File: src/rtl/logic_unit_arbiter_if.sv
// Client-side bundle for the shared AND/OR logic unit arbiter.
// The master modport is the client side and the slave modport is the arbiter side.
interface logic_unit_arbiter_if #(
  parameter int WIDTH = 32
);
  logic             req0;
  logic             req1;
  logic             op0;
  logic             op1;
  logic [WIDTH-1:0] a0;
  logic [WIDTH-1:0] a1;
  logic [WIDTH-1:0] b0;
  logic [WIDTH-1:0] b1;
  logic             gnt0;
  logic             gnt1;
  logic             done0;
  logic             done1;
  logic [WIDTH-1:0] result;
  logic             busy;

  modport master (
    output req0, req1, op0, op1, a0, a1, b0, b1,
    input  gnt0, gnt1, done0, done1, result, busy
  );

  modport slave (
    input  req0, req1, op0, op1, a0, a1, b0, b1,
    output gnt0, gnt1, done0, done1, result, busy
  );
endinterface

File: src/rtl/logic_unit_arbiter.sv
// Round-robin arbiter sharing one 32-bit AND/OR unit between two requesters.
// Each accepted request produces a grant pulse one cycle later and a done pulse two cycles later.
module logic_unit_arbiter #(
  parameter int WIDTH = 32
) (
  input  logic                  clk,
  input  logic                  reset,
  logic_unit_arbiter_if.slave   bus
);

  typedef enum logic [1:0] {
    IDLE = 2'd0,
    EXEC = 2'd1,
    RESP = 2'd2
  } state_e;

  state_e           state_q, state_d;
  logic             last_q, last_d;
  logic             win_q, win_d;
  logic             op_q, op_d;
  logic [WIDTH-1:0] a_q, a_d;
  logic [WIDTH-1:0] b_q, b_d;
  logic [WIDTH-1:0] result_q, result_d;
  logic             gnt0_q, gnt0_d;
  logic             gnt1_q, gnt1_d;
  logic             done0_q, done0_d;
  logic             done1_q, done1_d;
  logic             busy_q, busy_d;
  logic             pick_s;

  function automatic logic [WIDTH-1:0] logic_op(input logic op,
                                                input logic [WIDTH-1:0] a,
                                                input logic [WIDTH-1:0] b);
    logic [WIDTH-1:0] r;
    if (op) begin
      r = a | b;
    end else begin
      r = a & b;
    end
    return r;
  endfunction

  // Winner on a tie is the requester not served last.
  always_comb begin
    if (bus.req0 && bus.req1) begin
      pick_s = ~last_q;
    end else if (bus.req1) begin
      pick_s = 1'b1;
    end else begin
      pick_s = 1'b0;
    end
  end

  // Next-state and registered-output logic.
  always_comb begin
    state_d  = state_q;
    last_d   = last_q;
    win_d    = win_q;
    op_d     = op_q;
    a_d      = a_q;
    b_d      = b_q;
    result_d = result_q;
    gnt0_d   = 1'b0;
    gnt1_d   = 1'b0;
    done0_d  = 1'b0;
    done1_d  = 1'b0;
    busy_d   = busy_q;
    case (state_q)
      IDLE: begin
        if (bus.req0 || bus.req1) begin
          win_d   = pick_s;
          last_d  = pick_s;
          op_d    = pick_s ? bus.op1 : bus.op0;
          a_d     = pick_s ? bus.a1  : bus.a0;
          b_d     = pick_s ? bus.b1  : bus.b0;
          gnt0_d  = ~pick_s;
          gnt1_d  = pick_s;
          busy_d  = 1'b1;
          state_d = EXEC;
        end else begin
          busy_d  = 1'b0;
          state_d = IDLE;
        end
      end
      EXEC: begin
        result_d = logic_op(op_q, a_q, b_q);
        done0_d  = ~win_q;
        done1_d  = win_q;
        busy_d   = 1'b1;
        state_d  = RESP;
      end
      RESP: begin
        busy_d  = 1'b0;
        state_d = IDLE;
      end
      default: begin
        busy_d  = 1'b0;
        state_d = IDLE;
      end
    endcase
  end

  // State and output registers with synchronous reset.
  always_ff @(posedge clk) begin
    if (reset) begin
      state_q  <= IDLE;
      last_q   <= 1'b1;
      win_q    <= 1'b0;
      op_q     <= 1'b0;
      a_q      <= {WIDTH{1'b0}};
      b_q      <= {WIDTH{1'b0}};
      result_q <= {WIDTH{1'b0}};
      gnt0_q   <= 1'b0;
      gnt1_q   <= 1'b0;
      done0_q  <= 1'b0;
      done1_q  <= 1'b0;
      busy_q   <= 1'b0;
    end else begin
      state_q  <= state_d;
      last_q   <= last_d;
      win_q    <= win_d;
      op_q     <= op_d;
      a_q      <= a_d;
      b_q      <= b_d;
      result_q <= result_d;
      gnt0_q   <= gnt0_d;
      gnt1_q   <= gnt1_d;
      done0_q  <= done0_d;
      done1_q  <= done1_d;
      busy_q   <= busy_d;
    end
  end

  assign bus.gnt0   = gnt0_q;
  assign bus.gnt1   = gnt1_q;
  assign bus.done0  = done0_q;
  assign bus.done1  = done1_q;
  assign bus.result = result_q;
  assign bus.busy   = busy_q;

endmodule

File: src/flat_wrapper.sv
// flat-port wrapper written by rule: the top's interface ports become plain ports
module logic_unit_arbiter_flat 
#(
  parameter int WIDTH = 32
)
  (clk, reset, bus_req0, bus_req1, bus_op0, bus_op1, bus_a0, bus_a1, bus_b0, bus_b1, bus_gnt0, bus_gnt1, bus_done0, bus_done1, bus_result, bus_busy);
  logic_unit_arbiter_if #(.WIDTH(WIDTH)) bus_i ();
  input  logic clk;
  input  logic reset;
  input wire logic [$bits(bus_i.req0)-1:0] bus_req0;
  input wire logic [$bits(bus_i.req1)-1:0] bus_req1;
  input wire logic [$bits(bus_i.op0)-1:0] bus_op0;
  input wire logic [$bits(bus_i.op1)-1:0] bus_op1;
  input wire logic [$bits(bus_i.a0)-1:0] bus_a0;
  input wire logic [$bits(bus_i.a1)-1:0] bus_a1;
  input wire logic [$bits(bus_i.b0)-1:0] bus_b0;
  input wire logic [$bits(bus_i.b1)-1:0] bus_b1;
  output wire logic [$bits(bus_i.gnt0)-1:0] bus_gnt0;
  output wire logic [$bits(bus_i.gnt1)-1:0] bus_gnt1;
  output wire logic [$bits(bus_i.done0)-1:0] bus_done0;
  output wire logic [$bits(bus_i.done1)-1:0] bus_done1;
  output wire logic [$bits(bus_i.result)-1:0] bus_result;
  output wire logic [$bits(bus_i.busy)-1:0] bus_busy;
  assign bus_i.req0 = bus_req0;
  assign bus_i.req1 = bus_req1;
  assign bus_i.op0 = bus_op0;
  assign bus_i.op1 = bus_op1;
  assign bus_i.a0 = bus_a0;
  assign bus_i.a1 = bus_a1;
  assign bus_i.b0 = bus_b0;
  assign bus_i.b1 = bus_b1;
  assign bus_gnt0 = bus_i.gnt0;
  assign bus_gnt1 = bus_i.gnt1;
  assign bus_done0 = bus_i.done0;
  assign bus_done1 = bus_i.done1;
  assign bus_result = bus_i.result;
  assign bus_busy = bus_i.busy;
  logic_unit_arbiter #(.WIDTH(WIDTH)) u_core (.clk(clk), .reset(reset), .bus(bus_i));
endmodule
File: config.mk
export PLATFORM = sky130hd
export DESIGN_NAME = logic_unit_arbiter_flat
export DESIGN_NICKNAME = d
export VERILOG_FILES = /design/src/rtl/logic_unit_arbiter_if.sv /design/src/rtl/logic_unit_arbiter.sv /design/src/flat_wrapper.sv
export SDC_FILE = /design/constraint.sdc
export NUM_CORES = 1
export LEC_CHECK = 0
export BUFFER_PORTS_ARGS = -buffer_cell sky130_fd_sc_hd__buf_2
export CAP_MARGIN = 20
export CORE_AREA = 2 2 101 103
export CTS_CLUSTER_SIZE = 14
export DETAILED_ROUTE_END_ITERATION = 8
export DIE_AREA = 0 0 103 105
export PLACE_DENSITY = 0.79
export SLEW_MARGIN = 10
export SYNTH_ARGS = -nofsm -noshare
export SYNTH_HDL_FRONTEND = slang
export SYNTH_SLANG_ARGS = --single-unit
File: constraint.sdc
create_clock -name clk -period 1.7 [get_ports clk]
set_input_delay 0.17 -clock clk [delete_from_list [all_inputs] [get_ports clk]]
set_output_delay 0.17 -clock clk [all_outputs]
set_load 0.03 [all_outputs]
==> metrics.yaml, run 1 <==
placement:
  dpl_cell_area_mm2: 0.00573
  gp_congestion: 0.816
  preCtsSetupSlack_ns: 0.215
  port-buffer-count: 170
  hpwl_um: 8510
routing:
  drc: 0
  drt_iter0_markers: 294
  wl_met1_um: 5550
  routed_wl_um: 12900
  wl_per_cell_um: 15.2
  dr.pass1.iters: 5
  top_layer_used: "met4"
  vias: 4787
  drtAntennaViolNets: 0
  wl_met2_um: 6180
  viasPerCell: 5.63
  met3WireLength_um: 940
layout:
  fillCellCount: 864
  final_nets: 847
  finalInstanceArea_mm2: 0.00594
  n_antenna_cell: 0
  drive_above_1_share: 0.315
  area_delta_synth_final_pct: 24.4
  postLayoutCoreUtil: 0.616
worst_hold_path:
  hp-start: "bus_a0[27]"
  hold_end: "u_core.a_q[27]"
  holdPathStages: 3
  hold_class: "in2reg"
setup_path:
  path_max_fanout: 33
  end_kind: "flip-flop"
  cpPeakStageDelay_ns: 0.45
  cp.arrival_ns: 1.77
  critPathBufInv: 1
  cp.required_ns: 1.96
  cp_top_family: "compound AO/OA/AOI/OAI gates"
  rrSetupSlack_ns: 0.20
  timing.rr.start: "u_core.last_q"
  ff2ff_path_depth: 4
  cp-start-kind: "flip-flop"
  reg2reg_to: "u_core.b_q[13]"
  worst-setup-path-type: "reg2reg"
  crit_chain: "a21bo_2 -> buf_4 -> nand2_1 -> a311oi_2"
  cpMaxStageDelayCell: "dfxtp_1"
pwr:
  p_switching_mw: 1.86
  power.density_mw_per_mm2: 1010
  leakagePower_nw: 2.51
  seqPwrFrac: 0.490
  combinationalPowerShare: 0.244
  clock_power_share: 0.266
  total_power_mw: 5.98
  switching_share: 0.310
  ir_drop_v: 0.000418
  p_int_mw: 4.13
sta:
  relSlewSlack: 0.747
  rsz0062_at_grt: "no"
  setup_viol: 0
  fin_ws_ns: 0.197
  fin_crit_ns: 1.50
  post-route-period-util: 0.884
  worst_pin_slew_ns: 0.379
  tns_ns: 0
  hold_viol: 0
  fmax_ghz: 0.665
  finClkSkew_ns: 0.00841
  finalMaxSlewViolations: 0
clock_network:
  htree_levels: 3
  cts_root_buf: "clkbuf_8"
  cts_tree: "built"
  cts_hold_buffers: 0
  clock_latency_ns: 0.36
  cts_made_buffers: 9
  postCtsSetupRepairBufs: 0
  cts.repair.resized: 0
  clk_pin_slew_worst_paths_ns: 0.09
  cts.sinks: 106
  clock_path_buffers: 2
logic_synthesis:
  ys_warn_count: 0
  synth_cells: 579
  seq_area_frac_synth: 0.445
  synthesis.nets: 713
  syn_area_mm2: 0.00477
  synth_cell_types: 23
  syn_area_per_cell_um2: 8.24
  ys_seq_elements: 106
grt:
  grt_max_degree: 66
  grt_use_total: 0.235
  grt_pass1_wl_um: 20800
  first_global_vias: 4578
  antenna_found_initial: 0
  grt-ovfl-total: 0
floorplan:
  fp.coreArea_mm2: 0.00964
  num_rows: 36
  initial_utilization: 0.495
  ios: 171
  dieArea_mm2: 0.0108
  die_h_um: 105
  die_w_um: 103
status:
  status: "completed"
job:
  maxCapViolCount: 0
tightest hold or removal path: cells and delay by family:
kind                   cells  cell delay (ns)
and+or+nand+nor            1             0.05
buffers and inverters      1             0.10
AOI/OAI and AO/OA          1             0.08
through the flow:
step | hold WS (ns) | cells
3_3_place_gp | 0.440 | 835
2_1_floorplan | 0.323 | 579
5_1_grt | 0.0603 | 850
4_1_cts | 0.0552 | 850
3_5_place_dp | 0.437 | 835
6_report | 0.0735 | 850
how the worst max path moves through the flow:
stage | from | end | slack, ns | depth (start not counted)
final | u_core.last_q | u_core.b_q[13] | 0.20 | 4
after detailed placement | u_core.last_q | u_core.a_q[10] | 0.22 | 4
after CTS | u_core.last_q | u_core.a_q[10] | 0.20 | 4
after global routing | u_core.last_q | u_core.a_q[19] | 0.08 | 4
after global placement | u_core.last_q | u_core.b_q[17] | 0.31 | 4
after floorplan | u_core.state_q[1] | u_core.b_q[10] | 0.42 | 5
logic make-up after synthesis:
logic type	synth area share
AOI/OAI and AO/OA	0.339
buffers and inverters	0.0697
and+or+nand+nor	0.147
DFF	0.445
Yosys cell counts:
library cell / number / area (um^2)
and2_1: 1 / 6.26
a311oi_2: 20 / 300
o21ai_0: 34 / 170
nand2b_1: 1 / 6.26
nand3b_1: 1 / 7.51
nand2_1: 131 / 492
nor2b_1: 1 / 6.26
a211oi_1: 32 / 240
nor2_1: 37 / 139
buf_1: 1 / 3.75
a311oi_1: 45 / 394
nor2_2: 1 / 6.26
a21boi_2: 1 / 11.3
a21bo_2: 1 / 10.0
clkbuf_1: 17 / 63.8
dfxtp_1: 106 / 2120
or2_1: 2 / 12.5
nor3_1: 4 / 20.0
a21oi_1: 98 / 490
nand3_1: 1 / 5.00
buf_4: 8 / 60.1
buf_2: 32 / 160
buf_6: 4 / 45.0
cell type report:
| class | count | area, um^2 | share of cell area |
|---|---|---|---|
| multi-input cells | 411 | 2340 | 0.394 |
| flip-flops and latches | 106 | 2120 | 0.358 |
| repair buffers | 185 | 1100 | 0.186 |
| clock buffers | 13 | 169 | 0.0285 |
| well taps | 133 | 166 | 0.0280 |
| clock inverters | 2 | 35.0 | 0.00590 |
power groups by stage:
stage	Sequential (mW)	Combinational [mW]	Clock (mW)
after floorplan	3.09	0.859	0
after global placement	2.97	1.43	0
after detailed placement	2.98	1.46	0
after CTS	2.93	1.47	1.64
after global routing	2.96	1.60	1.73
final	2.93	1.46	1.59
cell usage in the layout, fill, tap and decap left out, drive strengths merged:
cell type,n
a21oi,98
nand3,1
dfxtp,106
buf,185
nor3,4
a21bo,1
a21boi,1
o21ai,34
nand3b,1
clkbuf,13
or2,2
and2,1
clkinv,1
a211oi,32
a311oi,65
nand2b,1
nor2,38
bufinv,1
nand2,131
nor2b,1
per-layer routing:
| metal | up-vias | GRT usage |
|---|---|---|
| li1 | 2362 | - |
| met4 | 0 | 0.0874 |
| met2 | 211 | 0.391 |
| met3 | 20 | 0.0361 |
| met1 | 2194 | 0.302 |
| met5 | - | 0 |
state kept, by name, summed over array words and instances (netlist names), 2 cells and up:
name,count
u_core.a_q,32
u_core.state_q,2
u_core.bus.result,32
u_core.b_q,32
Note: power is estimated with default switching activity, not from simulation.
==> inputs of run 2 (changes only) <==
MAX_ROUTING_LAYER = met4   (was default)
==> run 2 against run 1 <==
  * Final cell count is the same
  * Clock power is essentially flat
  * Worst setup slack lost 0.00051 ns
  * Routed wire length grew 0.19%
  * Critical endpoint unchanged
  * Global-route usage grew 0.63 points
  * Sequential share of layout area is the same
  * Count of clock-buffer cells in the layout is the same
==> metrics.yaml, run 2 (synthesis gave the netlist of run 1 again) <==
grt:
  grt-ovfl-total: 0  # unchanged
  grt_max_degree: 66  # unchanged
  grt_pass1_wl_um: 20800  # about the same
  grt_use_total: 0.241  # +0.00630
  antenna_found_initial: 0  # unchanged
  first_global_vias: 4579  # +0.022%
routing:
  drc: 0  # unchanged
  drtAntennaViolNets: 0  # unchanged
  wl_per_cell_um: 15.2  # +0.19%
  vias: 4797  # +0.21%
  routed_wl_um: 12900  # +0.19%
  dr.pass1.iters: 5  # unchanged
  viasPerCell: 5.64  # +0.21%
  drt_iter0_markers: 290  # -1.4%
floorplan:
  fp.coreArea_mm2: 0.00964  # unchanged
  die_h_um: 105  # unchanged
  ios: 171  # unchanged
  initial_utilization: 0.495  # unchanged
  num_rows: 36  # unchanged
  dieArea_mm2: 0.0108  # unchanged
  die_w_um: 103  # unchanged
sta:
  fin_crit_ns: 1.50  # +0.000510 ns
  hold_viol: 0  # unchanged
  fmax_ghz: 0.665  # about the same
  tns_ns: 0  # unchanged
  worst_pin_slew_ns: 0.380  # +0.00133 ns
  rsz0062_at_grt: "no"
  setup_viol: 0  # unchanged
  relSlewSlack: 0.746  # -0.000884
  post-route-period-util: 0.884  # about the same
  finClkSkew_ns: 0.00866  # +0.000248 ns
  finalMaxSlewViolations: 0  # unchanged
worst_hold_path:
  hold_end: "u_core.a_q[27]"
  hold_class: "in2reg"
  hp-start: "bus_a0[27]"
  holdPathStages: 3  # unchanged
setup_path:
  end_kind: "flip-flop"
  timing.rr.start: "u_core.last_q"
  path_max_fanout: 33  # unchanged
  cp.arrival_ns: 1.77  # about the same
  ff2ff_path_depth: 4  # unchanged
  rrSetupSlack_ns: 0.20  # about the same
  cp-start-kind: "flip-flop"
  worst-setup-path-type: "reg2reg"
  cp.required_ns: 1.97  # about the same
  reg2reg_to: "u_core.b_q[13]"
clock_network:
  postCtsSetupRepairBufs: 0  # unchanged
  clock_path_buffers: 2  # unchanged
  clock_latency_ns: 0.36  # about the same
  cts_root_buf: "clkbuf_8"
  cts.repair.resized: 0  # unchanged
  cts_hold_buffers: 0  # unchanged
  htree_levels: 3  # unchanged
  cts_tree: "built"
  cts.sinks: 106  # unchanged
  cts_made_buffers: 9  # unchanged
  clk_pin_slew_worst_paths_ns: 0.09  # about the same
job:
  maxCapViolCount: 0  # unchanged
placement:
  port-buffer-count: 170  # unchanged
  dpl_cell_area_mm2: 0.00573  # unchanged
  hpwl_um: 8510  # unchanged
  gp_congestion: 0.828  # +1.5%
layout:
  drive_above_1_share: 0.315  # unchanged
  final_nets: 847  # unchanged
  n_antenna_cell: 0  # unchanged
  layout_common_cells: "buf_2, nand2_1, dfxtp_1, a21oi_1, a311oi_1"
  regArea_mm2: 0.00212  # unchanged
  finalInstanceArea_mm2: 0.00594  # unchanged
  area_delta_synth_final_pct: 24.4  # unchanged
  final_common_cell: "buf_2"
  fillCellCount: 864  # unchanged
  multi_input_area_mm2: 0.00234  # unchanged
pwr:
  power.density_mw_per_mm2: 1010  # +0.12%
  ir_drop_v: 0.000418  # about the same
  leakagePower_nw: 2.51  # unchanged
status:
  status: "completed"
run 2: how the worst max path moves through the flow:
stage                                  from        endpoint  slack [ns]  cells after the start
after floorplan           u_core.state_q[1]  u_core.b_q[10]        0.42                      5
after global placement        u_core.last_q  u_core.b_q[17]        0.31                      4
after detailed placement      u_core.last_q  u_core.a_q[10]        0.22                      4
after CTS                     u_core.last_q  u_core.a_q[10]        0.20                      4
after global routing          u_core.last_q  u_core.a_q[19]        0.08                      4
final                         u_core.last_q  u_core.b_q[13]        0.20                      4
run 2: critical path, cell delays in order (launching register included):
cell      delay, ns
dfxtp_1        0.45
a21bo_2        0.22
buf_4          0.34
nand2_1        0.12
a311oi_2       0.25
run 2: stage by stage:
stage	setup slack, ns	hold slack, ns	power, mW	std cells	util
finish	0.196	0.0689	5.99	850	0.616
global route	0.0767	0.0603	6.29	850	0.616
CTS	0.196	0.0552	6.03	850	0.616
detailed placement	0.215	0.437	4.44	835	0.595
global placement	0.312	0.440	4.39	835	0.595
floorplan	0.421	0.323	3.95	579	-
run 2: final cells by class:
class                   instances  share of cell area
multi-input cells             411               0.394
flip-flops and latches        106               0.358
repair buffers                185               0.186
clock buffers                  13              0.0285
well taps                     133              0.0280
clock inverters                 2             0.00590
run 2: report_power, final:
part           switching (mW)  internal [mW]
registers               0.175           2.76
clock network           0.807          0.794
logic                   0.882          0.580
run 2: layer usage:
metal,routed length (um),global-route usage,up-vias
met5,0,-,-
met4,248,0.0874,0
met3,970,0.0361,21
met2,6170,0.391,213
met1,5520,0.302,2200
li1,-,-,2363
==> inputs of run 3 (changes only) <==
CTS_CLUSTER_SIZE = 10   (was 14)
PLACE_DENSITY = default   (was 0.79)
PLACE_DENSITY_LB_ADDON = 0.12   (was default)
SLEW_MARGIN = 20   (was 10)
==> run 3 against run 2 <==
  * Register-to-register slack gained 0.04 ns
  * First-iteration DRC count shrank 8.3%
  * Worst hold slack lost 0.0097 ns
  * Worst setup slack gained 0.039 ns
  * Combinational power is essentially flat
  * Non-clock buffer count grew 6
  * Final cell count grew 0.82%
  * Power shrank 0.36%
  * Critical endpoint is now u_core.a_q[18]
  * Count of clock-buffer cells in the layout shrank 4
  * Largest power group unchanged
  * Fmax grew 2.6%
==> metrics.yaml, run 3 (synthesis gave the netlist of run 1 again) <==
setup_path:
  crit_chain: "nor2_4 -> buf_4 -> a21oi_1 -> a311oi_1"
  cp_top_family: "flip-flops"
  cp.arrival_ns: 1.73  # -0.04 ns
  rrSetupSlack_ns: 0.23  # +0.04 ns
  cpMaxStageDelayCell: "dfxtp_1"
  timing.rr.start: "u_core.state_q[1]"
  critPathBufInv: 1  # unchanged
  end_kind: "flip-flop"
  crit_path_start: "u_core.state_q[1]"
  path_max_fanout: 16  # -52%
  worst-setup-path-type: "reg2reg"
  cp.required_ns: 1.96  # about the same
  crit_path_end: "u_core.a_q[18]"
  crit_cells: 4  # unchanged
  cpPeakStageDelay_ns: 0.38  # -0.07 ns
  reg2reg_to: "u_core.a_q[18]"
  cp-start-kind: "flip-flop"
  ff2ff_path_depth: 4  # unchanged
sta:
  fmax_ghz: 0.683  # +2.6%
  fin_crit_ns: 1.47  # -0.0386 ns
  setup_viol: 0  # unchanged
  rsz0062_at_grt: "no"
  finClkSkew_ns: 0.0146  # +0.00596 ns
  post-route-period-util: 0.862  # -0.0227
  relSlewSlack: 0.723  # -0.0239
  finalMaxSlewViolations: 0  # unchanged
  worst_pin_slew_ns: 0.415  # +0.0343 ns
  hold_viol: 0  # unchanged
  tns_ns: 0  # unchanged
routing:
  wl_per_cell_um: 15.4  # +1.7%
  drc: 0  # unchanged
  wl_met2_um: 6280  # +1.7%
  viasPerCell: 5.64  # -0.13%
  dr.pass1.iters: 5  # unchanged
  wl_met1_um: 5680  # +2.9%
  drtAntennaViolNets: 0  # unchanged
  routed_wl_um: 13200  # +2.5%
  met3WireLength_um: 981  # +1.1%
  top_layer_used: "met4"
  drt_iter0_markers: 266  # -8.3%
  vias: 4830  # +0.69%
placement:
  gp_congestion: 0.836  # +0.92%
  hpwl_um: 8890  # +4.5%
  port-buffer-count: 170  # unchanged
  dpl_cell_area_mm2: 0.00572  # -0.31%
clock_network:
  clock_path_buffers: 2  # unchanged
  clk_pin_slew_worst_paths_ns: 0.11  # +0.02 ns
  htree_levels: 3  # unchanged
  cts.repair.resized: 0  # unchanged
  cts_hold_buffers: 0  # unchanged
  cts_root_buf: "clkbuf_8"
  clock_latency_ns: 0.36  # about the same
  cts.sinks: 106  # unchanged
  postCtsSetupRepairBufs: 0  # unchanged
  cts_made_buffers: 9  # unchanged
  cts_tree: "built"
layout:
  fillCellCount: 900  # +4.2%
  drive_above_1_share: 0.323  # +0.00800
  area_delta_synth_final_pct: 24.0
  finalInstanceArea_mm2: 0.00592  # -0.34%
  layout_common_cells: "buf_2, nand2_1, dfxtp_1, a21oi_1, a311oi_1"
  final_common_cell: "buf_2"
  final_nets: 853  # +0.71%
  n_antenna_cell: 0  # unchanged
  postLayoutCoreUtil: 0.614  # -0.00208
floorplan:
  fp.coreArea_mm2: 0.00964  # unchanged
  die_h_um: 105  # unchanged
  dieArea_mm2: 0.0108  # unchanged
  num_rows: 36  # unchanged
  ios: 171  # unchanged
  die_w_um: 103  # unchanged
  initial_utilization: 0.495  # unchanged
pwr:
  power.density_mw_per_mm2: 1010  # about the same
  ir_drop_v: 0.000587  # +40%
  leakagePower_nw: 2.51  # about the same
grt:
  grt_max_degree: 58  # -12%
  grt_use_total: 0.250  # +0.00893
  grt_pass1_wl_um: 21300  # +2.7%
  first_global_vias: 4588  # +0.20%
  antenna_found_initial: 0  # unchanged
  grt-ovfl-total: 0  # unchanged
status:
  status: "completed"
worst_hold_path:
  hold_class: "in2reg"
  hp-start: "bus_a0[1]"
job:
  maxCapViolCount: 0  # unchanged
run 3: cell types whose count changed in the layout (fill, tap and decap cells not counted), sizes merged:
cell	delta
clkbuf	-4
inv	+2
buf	+6
clkinvlp	+1
clkinv	+2
run 3: worst reg2reg max path, cell delays in order, from the launching register on:
cell	delay (ns)
dfxtp_1	0.38
nor2_4	0.33
buf_4	0.29
a21oi_1	0.10
a311oi_1	0.28
run 3: how the worst min path moves through the flow:
stage                        to  slack (ns)  depth (start not counted)
2_1_floorplan    u_core.b_q[30]        0.32                          2
4_1_cts           u_core.a_q[1]        0.05                          3
5_1_grt           u_core.a_q[3]        0.04                          3
3_3_place_gp   u_core.bus.done0        0.42                          1
3_5_place_dp   u_core.bus.done0        0.43                          1
6_report          u_core.a_q[1]        0.06                          3
run 3: power breakdown:
part / internal [mW] / switching, mW
logic: 0.573 / 0.889
clock network: 0.695 / 0.885
registers: 2.76 / 0.173
total: 4.02 / 1.95
run 3: metrics by stage:
| step | std cells | setup WS, ns | power (mW) | hold slack, ns |
|---|---|---|---|---|
| 2_1_floorplan | 579 | 0.421 | 3.95 | 0.323 |
| 3_3_place_gp | 841 | 0.319 | 4.41 | 0.425 |
| 3_5_place_dp | 841 | 0.263 | 4.44 | 0.429 |
| 4_1_cts | 857 | 0.246 | 5.99 | 0.0479 |
| 5_1_grt | 857 | 0.124 | 6.29 | 0.0386 |
| 6_report | 857 | 0.235 | 5.97 | 0.0592 |
run 3: metal layers:
metal / up-vias / GRT usage
met5: - / -
met4: 0 / 0.0855
met3: 24 / 0.0462
met2: 222 / 0.382
met1: 2215 / 0.331
li1: 2369 / -
run 3: final cells by class:
type | count | area [um^2] | area share
sequential | 106 | 2120 | 0.359
clock buffer | 9 | 124 | 0.0209
timing repair buffer | 191 | 1090 | 0.184
multi-input combinational | 411 | 2340 | 0.395
tap | 133 | 166 | 0.0281
clock inverter | 7 | 77.6 | 0.0131
